===== src/rtl/reset_sequencer.sv =====
// Reset sequencer: synchronises the release of an asynchronous reset, stretches it,
// then releases NUM_OUTS domain resets one after another, bit 0 first.
module reset_sequencer #(
    parameter int SYNC_STAGES    = 2,
    parameter int NUM_OUTS       = 4,
    parameter int STRETCH_CYCLES = 16,
    parameter int STEP_CYCLES    = 4
) (
    input  logic                clk,
    input  logic                async_reset_n,
    input  logic                sw_reset_req,
    output logic [NUM_OUTS-1:0] sync_reset_n,
    output logic                reset_done
);

    localparam int MAX_CYCLES = (STRETCH_CYCLES > STEP_CYCLES) ? STRETCH_CYCLES : STEP_CYCLES;
    localparam int CNT_W      = $clog2(MAX_CYCLES + 1);

    generate
        if (SYNC_STAGES < 2) begin : g_badSyncStages
            $error("reset_sequencer: SYNC_STAGES must be at least 2");
        end
        if (NUM_OUTS < 1) begin : g_badNumOuts
            $error("reset_sequencer: NUM_OUTS must be at least 1");
        end
        if (STRETCH_CYCLES < 1) begin : g_badStretch
            $error("reset_sequencer: STRETCH_CYCLES must be at least 1");
        end
        if (STEP_CYCLES < 1) begin : g_badStep
            $error("reset_sequencer: STEP_CYCLES must be at least 1");
        end
    endgenerate

    typedef enum logic [1:0] {
        HOLD    = 2'd0,
        STRETCH = 2'd1,
        RELEASE = 2'd2,
        DONE    = 2'd3
    } state_t;

    logic [SYNC_STAGES-1:0] r_syncChain;
    state_t                 r_state;
    state_t                 w_nextState;
    logic [CNT_W-1:0]       r_count;
    logic [CNT_W-1:0]       w_nextCount;
    logic [NUM_OUTS-1:0]    r_resetN;
    logic [NUM_OUTS-1:0]    w_nextResetN;
    logic [NUM_OUTS-1:0]    w_shiftMask;
    logic                   r_done;
    logic                   w_nextDone;
    logic                   w_chainOut;
    logic                   w_countEn;
    logic                   w_stretchEnd;
    logic                   w_stepEnd;
    logic                   w_lastRelease;

    always_ff @(posedge clk or negedge async_reset_n) begin
        if (!async_reset_n) begin
            r_syncChain <= '0;
        end else begin
            r_syncChain <= {r_syncChain[SYNC_STAGES-2:0], 1'b1};
        end
    end

    assign w_chainOut   = r_syncChain[SYNC_STAGES-1];
    assign w_countEn    = w_chainOut & ~sw_reset_req;
    assign w_stretchEnd = (r_count == CNT_W'(STRETCH_CYCLES - 1));
    assign w_stepEnd    = (r_count == CNT_W'(STEP_CYCLES - 1));
    // Releasing always fills from bit 0 upward, so ordering holds by construction.
    assign w_shiftMask   = (r_resetN << 1) | NUM_OUTS'(1);
    assign w_lastRelease = &w_shiftMask;

    always_ff @(posedge clk or negedge async_reset_n) begin
        if (!async_reset_n) begin
            r_state  <= HOLD;
            r_count  <= '0;
            r_resetN <= '0;
            r_done   <= 1'b0;
        end else begin
            r_state  <= w_nextState;
            r_count  <= w_nextCount;
            r_resetN <= w_nextResetN;
            r_done   <= w_nextDone;
        end
    end

    // The HOLD->STRETCH edge is itself the first counted stretch edge.
    always_comb begin
        w_nextState = r_state;
        case (r_state)
            HOLD: begin
                if (w_chainOut) begin
                    if (w_stretchEnd) begin
                        w_nextState = w_lastRelease ? DONE : RELEASE;
                    end else begin
                        w_nextState = STRETCH;
                    end
                end
            end
            STRETCH: begin
                if (w_countEn && w_stretchEnd) begin
                    w_nextState = w_lastRelease ? DONE : RELEASE;
                end
            end
            RELEASE: begin
                if (sw_reset_req) begin
                    w_nextState = STRETCH;
                end else if (w_stepEnd && w_lastRelease) begin
                    w_nextState = DONE;
                end
            end
            DONE: begin
                if (sw_reset_req) begin
                    w_nextState = STRETCH;
                end
            end
            default: w_nextState = HOLD;
        endcase
    end

    always_comb begin
        w_nextCount  = r_count;
        w_nextResetN = r_resetN;
        w_nextDone   = r_done;
        case (r_state)
            HOLD: begin
                if (w_chainOut) begin
                    if (w_stretchEnd) begin
                        w_nextCount  = '0;
                        w_nextResetN = w_shiftMask;
                        w_nextDone   = w_lastRelease;
                    end else begin
                        w_nextCount = r_count + CNT_W'(1);
                    end
                end
            end
            STRETCH: begin
                if (sw_reset_req) begin
                    w_nextCount  = '0;
                    w_nextResetN = '0;
                    w_nextDone   = 1'b0;
                end else if (w_countEn) begin
                    if (w_stretchEnd) begin
                        w_nextCount  = '0;
                        w_nextResetN = w_shiftMask;
                        w_nextDone   = w_lastRelease;
                    end else begin
                        w_nextCount = r_count + CNT_W'(1);
                    end
                end
            end
            RELEASE: begin
                if (sw_reset_req) begin
                    w_nextCount  = '0;
                    w_nextResetN = '0;
                    w_nextDone   = 1'b0;
                end else if (w_stepEnd) begin
                    w_nextCount  = '0;
                    w_nextResetN = w_shiftMask;
                    w_nextDone   = w_lastRelease;
                end else begin
                    w_nextCount = r_count + CNT_W'(1);
                end
            end
            DONE: begin
                if (sw_reset_req) begin
                    w_nextCount  = '0;
                    w_nextResetN = '0;
                    w_nextDone   = 1'b0;
                end
            end
            default: begin
                w_nextCount  = '0;
                w_nextResetN = '0;
                w_nextDone   = 1'b0;
            end
        endcase
    end

    assign sync_reset_n = r_resetN;
    assign reset_done   = r_done;

endmodule

===== config.mk =====
export PLATFORM = sky130hd
export DESIGN_NAME = reset_sequencer
export DESIGN_NICKNAME = d
export VERILOG_FILES = /design/src/rtl/reset_sequencer.sv
export SDC_FILE = /design/constraint.sdc
export NUM_CORES = 1
export LEC_CHECK = 0
export BUFFER_PORTS_ARGS = -buffer_cell sky130_fd_sc_hd__buf_2
export CELL_PAD_IN_SITES_DETAIL_PLACEMENT = 1
export CELL_PAD_IN_SITES_GLOBAL_PLACEMENT = 1
export CORE_MARGIN = 1
export CORE_UTILIZATION = 46
export CTS_CLUSTER_SIZE = 28
export DETAILED_ROUTE_END_ITERATION = 12
export GPL_ROUTABILITY_DRIVEN = 0
export PLACE_DENSITY = 0.83
export SYNTH_ARGS = -nofsm -noshare
export SYNTH_HDL_FRONTEND = slang
export SYNTH_SLANG_ARGS = --single-unit

===== constraint.sdc =====
create_clock -name clk -period 4.1 [get_ports clk]
set_input_delay 0 -clock clk [delete_from_list [all_inputs] [get_ports clk]]
set_output_delay 0 -clock clk [all_outputs]
set_load 0.1 [all_outputs]

==> impl_metrics.toml, run 1 <==
[pwr]
p_seq_share_pct = 54.4
p_sw_share_pct = 24.9
power-per-cell-area_nw_per_um2 = 331
p_sw_mw = 0.0701
leakage_nw = 0.398
p_int_mw = 0.211
p_clk_share_pct = 35.5
ir_worst_vdd_v = 0.000204
pwr-share-comb_pct = 10.1
report.power.total_mw = 0.281

[setup_path]
crit_slowest_cell = "dfrtp_1"
endpoint = "sync_reset_n[2]$_DFFE_PN0P_"
critical-path-max-stage-delay_ps = 460
timing.rr.start = "r_count[0]$_DFFE_PN0P_"
end_kind = "register"
crit_start = "r_count[0]$_DFFE_PN0P_"
crit_type = "reg -> reg"
worstSetupStartpointType = "register"
crit_path_max_fanout = 6
critPathRequiredTime_ps = 4270
crit_chain = "ha_1 > nor4b_4 > nor2_2 > o21a_1 > a22o_1"
r2r-end = "sync_reset_n[2]$_DFFE_PN0P_"
reg2reg_setup_slack_ps = 2400
worst_r2r_path_depth = 5
crit_arrival_ps = 1870

[min_path]
holdCritPathClass = "in -> reg"

[sta]
hold_viol_final = 0
final.min_clock_period_ps = 1700
rsz0062_at_grt = "false"
maxClockFrequency_mhz = 590
drv_slew = 0
setup_tns_ps = 0
skew_ps = 1.25
setup_violations = 0
post-route-period-util_pct = 41.3

[route]
drt_iter0_drc = 5
dr.pass1.iters = 4
drc = 0
wl_per_cell_um = 16.1
totalWireLength_um = 1610
wl_met2_um = 822
dr_wl_met3_um = 38
met1_length_um = 739
antenna_left = 0
vias = 581
viasPerCell = 5.81
dr.max_layer_used = "met4"

[cts]
clk_pin_slew_worst_paths_ps = 90
cts_tree = "yes"
cts_max_path_buffers = 2
htree_num_levels = 1
cts.sinks = 14
clk_latency_ps = 280
root_buffer = "clkbuf_4"
post_cts_buffers = 0
cts_made_buffers = 3

[floorplan]
initial_utilization_pct = 49.9
core_um2 = 1520
ios = 8
dieWidth_um = 42.7
dieHeight_um = 42.7
fp-row-count = 14
die_area_um2 = 1820

[flow_run]
cap_violations = 0

[synthesis]
synth-edff-count = 0
async_flop_share_pct = 100
synth_cells = 74
synthesis.area_um2 = 761
yosysSeqAreaShare_pct = 46.1
syn-mean-instance-area_um2 = 10.3
synth_nets = 80
synth-seq-cells = 14
ys_warn_count = 0
synthFlopType = "dfrtp_1"
ys_types = 30

[grt]
grt_pass1_wl_um = 2800
grt_antenna_before_repair = 0
grt_max_degree = 15
grt_usage_pct = 21.6
grt-ovfl-total = 0
grt_pass1_vias = 627

[cells_and_area]
final_nets = 91
fin_area_um2 = 850
fill_cells = 168
final_core_util_pct = 55.7
drive_gt1_share_pct = 17.9
diodes = 0
syn_to_final_growth_pct = 11.7

[placed_design]
dp_hpwl_um = 1160
placed_area_um2 = 803
port_buffers = 7

[run_status]
outcome = "complete, no violations"
-- through the flow --
step / cells / hold WS, ps / setup slack (ps)
4_1_cts: 100 / 21.2 / 2400
3_3_place_gp: 95 / -88.1 / 2460
5_1_grt: 100 / 33.8 / 2290
3_5_place_dp: 95 / -82.7 / 2420
6_report: 100 / 37.7 / 2400
2_1_floorplan: 74 / -296 / 2580
-- logic make-up (layout without fill, tap and decap cells) --
| family | Yosys count | after routing | share of synthesized area (%) |
|---|---|---|---|
| AOI/OAI and AO/OA | 21 | 21 | 19.4 |
| xor gates and xnor gates | 3 | 3 | 3.45 |
| adders and majority gates | 3 | 3 | 4.93 |
| buffers and inverters | 5 | 15 | 3.12 |
| DFF | 14 | 14 | 46.1 |
| muxes | 3 | 3 | 3.95 |
| other | 1 | 1 | 0.493 |
| and+or+nand+nor | 24 | 24 | 18.6 |
-- worst min path at each step --
stage | slack [ps] | to | startpoint | cells past startpoint
2_1_floorplan | -300 | r_count[0]$_DFFE_PN0P_ | async_reset_n | 0
3_3_place_gp | -90 | r_state[1]$_DFFE_PN0P_ | async_reset_n | 1
3_5_place_dp | -80 | r_state[1]$_DFFE_PN0P_ | async_reset_n | 1
4_1_cts | 20 | r_state[1]$_DFFE_PN0P_ | sw_reset_req | 2
5_1_grt | 30 | r_count[0]$_DFFE_PN0P_ | sw_reset_req | 2
6_report | 40 | r_state[1]$_DFFE_PN0P_ | sw_reset_req | 2
-- critical path: cells and delay by family (launching register included) --
kind / cells / cell delay, ps
adders and majority gates: 1 / 220
DFF: 1 / 460
and+or+nand+nor: 2 / 420
AOI/OAI and AO/OA: 2 / 480
-- state kept, by name, indices dropped and copies added, names as in the netlist --
name	count
reset_done	1
r_count	5
sync_reset_n	4
r_syncChain	2
r_state	2
-- cells in the final DEF, fill, tap and decap left out, drive strengths merged, types with 3 or more instances in the layout --
cell type and instances:
dfrtp 14, buf 7, a21oi 6, nor2 5
nand3 4, nand2 4, a22o 4, clkbuf 4
inv 3, nand2b 3, mux2i 3, xnor2 3
ha 3
-- layer usage --
layer  GRT usage, %  up-vias
li1               -      285
met1           25.7      287
met2           34.8        7
met3           6.38        2
met4           11.3        0
met5              0        -
-- timing repair --
| action | CTS | global route |
|---|---|---|
| endpoints found under the hold margin | 14 | 0 |
| endpoints found under the setup margin | 0 | 0 |
| hold buffers | 1 | 0 |
| resized for setup | 0 | 0 |
-- cells in the mapped netlist (all sizes together), types with 2 or more instances --
cell type	n	area (um^2)
a21oi	6	30.0
a22o	4	35.0
and3	2	12.5
dfrtp	14	350
ha	3	37.5
inv	3	11.3
mux2i	3	30.0
nand2	4	15.0
nand2b	3	18.8
nand3	4	20.0
nor2	5	21.3
nor2b	2	12.5
o21ai	2	13.8
o221ai	2	17.5
o22ai	2	12.5
xnor2	3	26.3
-- power by group through the flow --
stage               logic, mW  clock network, mW  registers (mW)
finish                 0.0284             0.0999           0.153
global route           0.0325              0.111           0.154
CTS                    0.0289              0.105           0.153
detailed placement     0.0279                  0           0.156
global placement       0.0271                  0           0.156
floorplan              0.0206                  0           0.154
-- final cells by class --
cell class                      instances  area [um^2]  area share (%)
Tap cell                               16         20.0            2.36
Inverter                                3         11.3            1.33
Sequential cell                        14          350            41.2
Multi-Input combinational cell         55          387            45.5
Clock buffer                            4         36.3            4.27
Timing Repair Buffer                    8         45.0            5.30
Power figures use the tool's default switching activity.
==> inputs of run 2 (changes only) <==
CORE_UTILIZATION = 43   (was 46)
PLACE_DENSITY = 0.79   (was 0.83)
clock period = 1.6 ns   (was 4.1 ns; I/O delays follow)
==> run 2 against run 1 <==
  * Critical path depth is 2 higher
  * Combinational power grew to 4.0 times the previous value
  * Sequential power grew to 2.5 times the previous value
  * Clock-buffer cell count stayed put
  * Largest cell class unchanged
  * Cell area is 11% higher
  * Via count is 8.4% higher
  * Core utilization is 4.0 points higher
  * Global-route usage is 1.7 points higher
==> impl_metrics.toml, run 2 (synthesized netlist as in run 1, its figures left out) <==
[route]
dr.pass1.iters = 4
antenna_left = 0
vias = 630
viasPerCell = 5.78
drc = 0
wl_met2_um = 956
dr.max_layer_used = "met4"
dr_wl_met3_um = 42
met1_length_um = 911
drt_iter0_drc = 5
totalWireLength_um = 1940
wl_per_cell_um = 17.8

[min_path]
holdCritPathClass = "in -> reg"
hold_depth = 2
whs_endpoint = "r_state[1]$_DFFE_PN0P_"
worstHoldStart = "sw_reset_req"

[floorplan]
initial_utilization_pct = 48.3
core_um2 = 1580
die_area_um2 = 1940
dieHeight_um = 44.1
fp-row-count = 14
dieWidth_um = 44.1
ios = 8

[cts]
cts_tree = "yes"
clk_latency_ps = 290
cts_max_path_buffers = 2
clk_pin_slew_worst_paths_ps = 90
htree_num_levels = 1
cts.sinks = 14
root_buffer = "clkbuf_4"
cts_made_buffers = 3

[sta]
skew_ps = 2.96
maxClockFrequency_mhz = 639
drv_slew = 0
final.min_clock_period_ps = 1560
rsz0062_at_grt = "true"
setup_violations = 0
post-route-period-util_pct = 97.8
hold_viol_final = 0

[pwr]
p_seq_share_pct = 50.4
p_sw_mw = 0.209
pwr-share-comb_pct = 14.7
p_int_mw = 0.565
report.power.total_mw = 0.774
p_sw_share_pct = 27.0
p_clk_share_pct = 35.0
leakage_nw = 0.439
power-per-cell-area_nw_per_um2 = 821
ir_worst_vdd_v = 0.000519

[setup_path]
crit_chain = "ha_2 > nand3_1 > inv_2 > ha_4 > nand2_1 > o21a_1 > a22o_1"
end_kind = "register"
crit_slowest_cell = "dfrtp_1"
reg2reg_setup_slack_ps = 40
timing.rr.start = "r_count[0]$_DFFE_PN0P_"
critical-path-max-stage-delay_ps = 380
critPathRequiredTime_ps = 1780
worstSetupStartpointType = "register"
crit_type = "reg -> reg"
r2r-end = "sync_reset_n[1]$_DFFE_PN0P_"
crit_arrival_ps = 1750
worst_r2r_path_depth = 7
crit_path_max_fanout = 4

[cells_and_area]
drive_gt1_share_pct = 31.2
largest_reg_flops = 5
final_nets = 100
syn_to_final_growth_pct = 23.8
final_cell_mix = "dfrtp_1 (14), buf_4 (9), buf_2 (7)"
fin_area_um2 = 942
diodes = 0
largest-register = "r_count"
stdcell_count = 109
final_common_cell = "dfrtp_1"

[grt]
grt_pass1_vias = 700
grt_usage_pct = 23.2
grt_antenna_before_repair = 0
grt_pass1_wl_um = 3130
grt_max_degree = 15
grt-ovfl-total = 0

[placed_design]
placed_area_um2 = 841
port_buffers = 7
dp_hpwl_um = 1370
placed_cells = 100

[flow_run]
cap_violations = 0

[run_status]
outcome = "complete, no violations"
## run 2: cell types whose count changed in the layout (fill, tap and decap cells not counted), sizes merged
cell / change
buf: +9
## run 2: timing repair
item	in CTS	in global routing
endpoints found under the hold margin	14	0
buffers inserted	0	4
gates resized for setup	5	2
pin swaps	0	2
setup endpoints to repair	5	8
hold buffers	1	0
## run 2: worst max-delay path, delay by kind of cell, from the launching register on
family          cells  cell delay (ps)
compound gates      2              410
flops               1              380
simple gates        2              190
buf+inv             1              110
fa+ha+maj           2              360
## run 2: area by class of cell
| type | instances | area, um^2 |
|---|---|---|
| fillers | 177 | 634 |
| inverters | 3 | 11.3 |
| flip-flops and latches | 14 | 350 |
| clock buffers | 4 | 36.3 |
| well taps | 16 | 20.0 |
| repair buffers | 17 | 113 |
| multi-input cells | 55 | 412 |
## run 2: worst max-delay path by stage
stage,startpoint,endpoint,slack (ps),cells past startpoint
after detailed placement,r_count[0]$_DFFE_PN0P_,r_count[4]$_DFFE_PN0P_,-3,7
final,r_count[0]$_DFFE_PN0P_,sync_reset_n[1]$_DFFE_PN0P_,40,7
after floorplan,sync_reset_n[2]$_DFFE_PN0P_,r_state[0]$_DFFE_PN0P_,80,3
after CTS,r_count[1]$_DFFE_PN0P_,sync_reset_n[1]$_DFFE_PN0P_,10,7
after global placement,r_count[0]$_DFFE_PN0P_,r_count[4]$_DFFE_PN0P_,40,7
after global routing,r_count[1]$_DFFE_PN0P_,sync_reset_n[1]$_DFFE_PN0P_,-30,6
## run 2: power groups by stage
stage	Combinational, mW	Sequential, mW	Clock (mW)
after global routing	0.125	0.391	0.285
after CTS	0.0947	0.390	0.275
after detailed placement	0.0899	0.397	0
after floorplan	0.0529	0.395	0
final	0.114	0.390	0.271
after global placement	0.0850	0.394	0
## run 2: metal layers
layer | up-vias | global-route usage [%]
li1 | 307 | -
met1 | 312 | 28.9
met2 | 8 | 39.4
met3 | 3 | 3.67
met4 | 0 | 10.9
met5 | - | 0
## run 2: per-stage QoR
step           hold slack (ps)  TNS [ps]  utilization [%]  setup slack, ps
2_1_floorplan             -296         0                -             78.5
3_3_place_gp             -85.9         0             53.3             36.2
3_5_place_dp             -88.4     -2.67             53.3            -2.67
4_1_cts                   4.68         0             57.9             10.7
5_1_grt                   40.9     -34.3             59.8            -29.3
6_report                  10.8         0             59.8             35.5
==> inputs of run 3 (changes only) <==
CORE_UTILIZATION = 46   (was 43)
PLACE_DENSITY = 0.83   (was 0.79)
clock period = 1.94 ns   (was 1.6 ns; I/O delays follow)
==> run 3 against run 2 <==
  * Maximum frequency fell by 10%
  * Die area fell by 6.2%
  * Worst hold slack improved by 15 ps
  * Cell count fell by 8.3%
  * Setup slack improved by 160 ps
  * Clock skew rose by 2.3 ps
  * Sequential power fell by 17%
  * Clock power fell by 39%
  * Critical path depth fell by 2
  * Power fell by 29%
  * Sequential cell count did not move
==> impl_metrics.toml, run 3 (synthesized netlist as in run 1, its figures left out) <==
[floorplan]
ios = 8
initial_utilization_pct = 49.9
dieHeight_um = 42.7
dieWidth_um = 42.7
fp-row-count = 14
die_area_um2 = 1820
core_um2 = 1520

[sta]
rsz0062_at_grt = "false"
relSlewSlack_pct = 65.3
setup_violations = 0
post-route-period-util_pct = 89.8
setup_tns_ps = 0
drv_slew = 0
skew_ps = 5.26
hold_viol_final = 0
fin_ws_ps = 198
tightest_slew_ps = 507
maxClockFrequency_mhz = 574
final.min_clock_period_ps = 1740
hold_ws_ps = 26.1

[placed_design]
placed_cells = 96
post-place-ws_ps = 186
port_buffers = 7
dp_hpwl_um = 1390
placed_area_um2 = 811

[cells_and_area]
final_nets = 92
largest_reg_flops = 5
final_cell_mix = "dfrtp_1 (14), buf_2 (7), a21oi_1 (6)"
final_common_cell = "dfrtp_1"
seqCellArea_um2 = 350
fin_area_um2 = 843
final_core_util_pct = 55.3
diodes = 0
stdcell_count = 100
fill_cells = 176
multi_input_area_um2 = 387
syn_to_final_growth_pct = 10.9
drive_gt1_share_pct = 17.9
largest-register = "r_count"

[grt]
grt_pass1_vias = 615
grt_antenna_before_repair = 0
grt-ovfl-total = 0
grt_max_degree = 15
grt_pass1_wl_um = 2990
grt_usage_pct = 23.1

[route]
antenna_left = 0
wl_per_cell_um = 17.7
totalWireLength_um = 1770
drc = 0
drt_iter0_drc = 1
dr.pass1.iters = 4
viasPerCell = 5.89
vias = 589

[min_path]
worstHoldStart = "sw_reset_req"
hold_depth = 2
holdCritPathClass = "in -> reg"
whs_endpoint = "r_state[1]$_DFFE_PN0P_"

[pwr]
pwr-share-comb_pct = 11.4
leakage_nw = 0.395
p_sw_mw = 0.147
p_clk_share_pct = 29.7
report.power.total_mw = 0.552
p_seq_share_pct = 58.9
p_sw_share_pct = 26.6
p_int_mw = 0.405
ir_worst_vdd_v = 0.000459
power-per-cell-area_nw_per_um2 = 654

[setup_path]
critPathRequiredTime_ps = 2110
timing.rr.start = "r_count[0]$_DFFE_PN0P_"
crit_arrival_ps = 1910
worst_r2r_path_depth = 5
r2r-end = "sync_reset_n[1]$_DFFE_PN0P_"
crit_path_max_fanout = 6
crit_type = "reg -> reg"
reg2reg_setup_slack_ps = 200
worstSetupStartpointType = "register"
end_kind = "register"

[run_status]
outcome = "complete, no violations"

[flow_run]
cap_violations = 0

[cts]
cts_max_path_buffers = 2
htree_num_levels = 1
cts.sinks = 14
cts_tree = "yes"
clk_pin_slew_worst_paths_ps = 90
clk_latency_ps = 280
cts_made_buffers = 3
cts_resized = 0
root_buffer = "clkbuf_4"
[run 3: how the worst max path moves through the flow]
stage / from / endpoint / cells past startpoint
after floorplan: sync_reset_n[2]$_DFFE_PN0P_ / r_state[0]$_DFFE_PN0P_ / 3
after global placement: r_count[0]$_DFFE_PN0P_ / reset_done$_DFFE_PN0P_ / 5
after detailed placement: r_count[0]$_DFFE_PN0P_ / sync_reset_n[1]$_DFFE_PN0P_ / 5
after CTS: r_count[0]$_DFFE_PN0P_ / sync_reset_n[3]$_DFFE_PN0P_ / 5
after global routing: r_count[0]$_DFFE_PN0P_ / sync_reset_n[1]$_DFFE_PN0P_ / 5
final: r_count[0]$_DFFE_PN0P_ / sync_reset_n[1]$_DFFE_PN0P_ / 5
[run 3: per-layer routing]
layer | wire length [um] | track usage [%] | share of wire, %
met1 | 827 | 30.3 | 47
met2 | 882 | 37.0 | 50
met3 | 44 | 5.11 | 2.5
met4 | 13 | 9.38 | 0.74
met5 | 0 | 0 | 0
[run 3: power groups by stage]
stage	clock network, mW	registers (mW)	logic, mW
floorplan	0	0.326	0.0436
global placement	0	0.329	0.0576
detailed placement	0	0.331	0.0616
CTS	0.167	0.325	0.0639
global route	0.186	0.327	0.0703
finish	0.164	0.325	0.0627
[run 3: layout make-up]
class                      count  share of cell area, %
inverter                       3                   1.34
clock buffer                   3                   2.67
tap                           16                   2.37
multi-input combinational     55                   45.8
sequential                    14                   41.5
timing repair buffer           9                   6.23
[run 3: critical path: stages, from the launching register on]
cell     delay (ps)
dfrtp_1         460
ha_1            240
nor4b_4         370
nor2_2           60
o21a_1          240
a22o_1          250
[run 3: what timing repair did]
item	CTS	global route
hold endpoints to repair	14	0
hold buffers	1	0
setup buffers	0	0
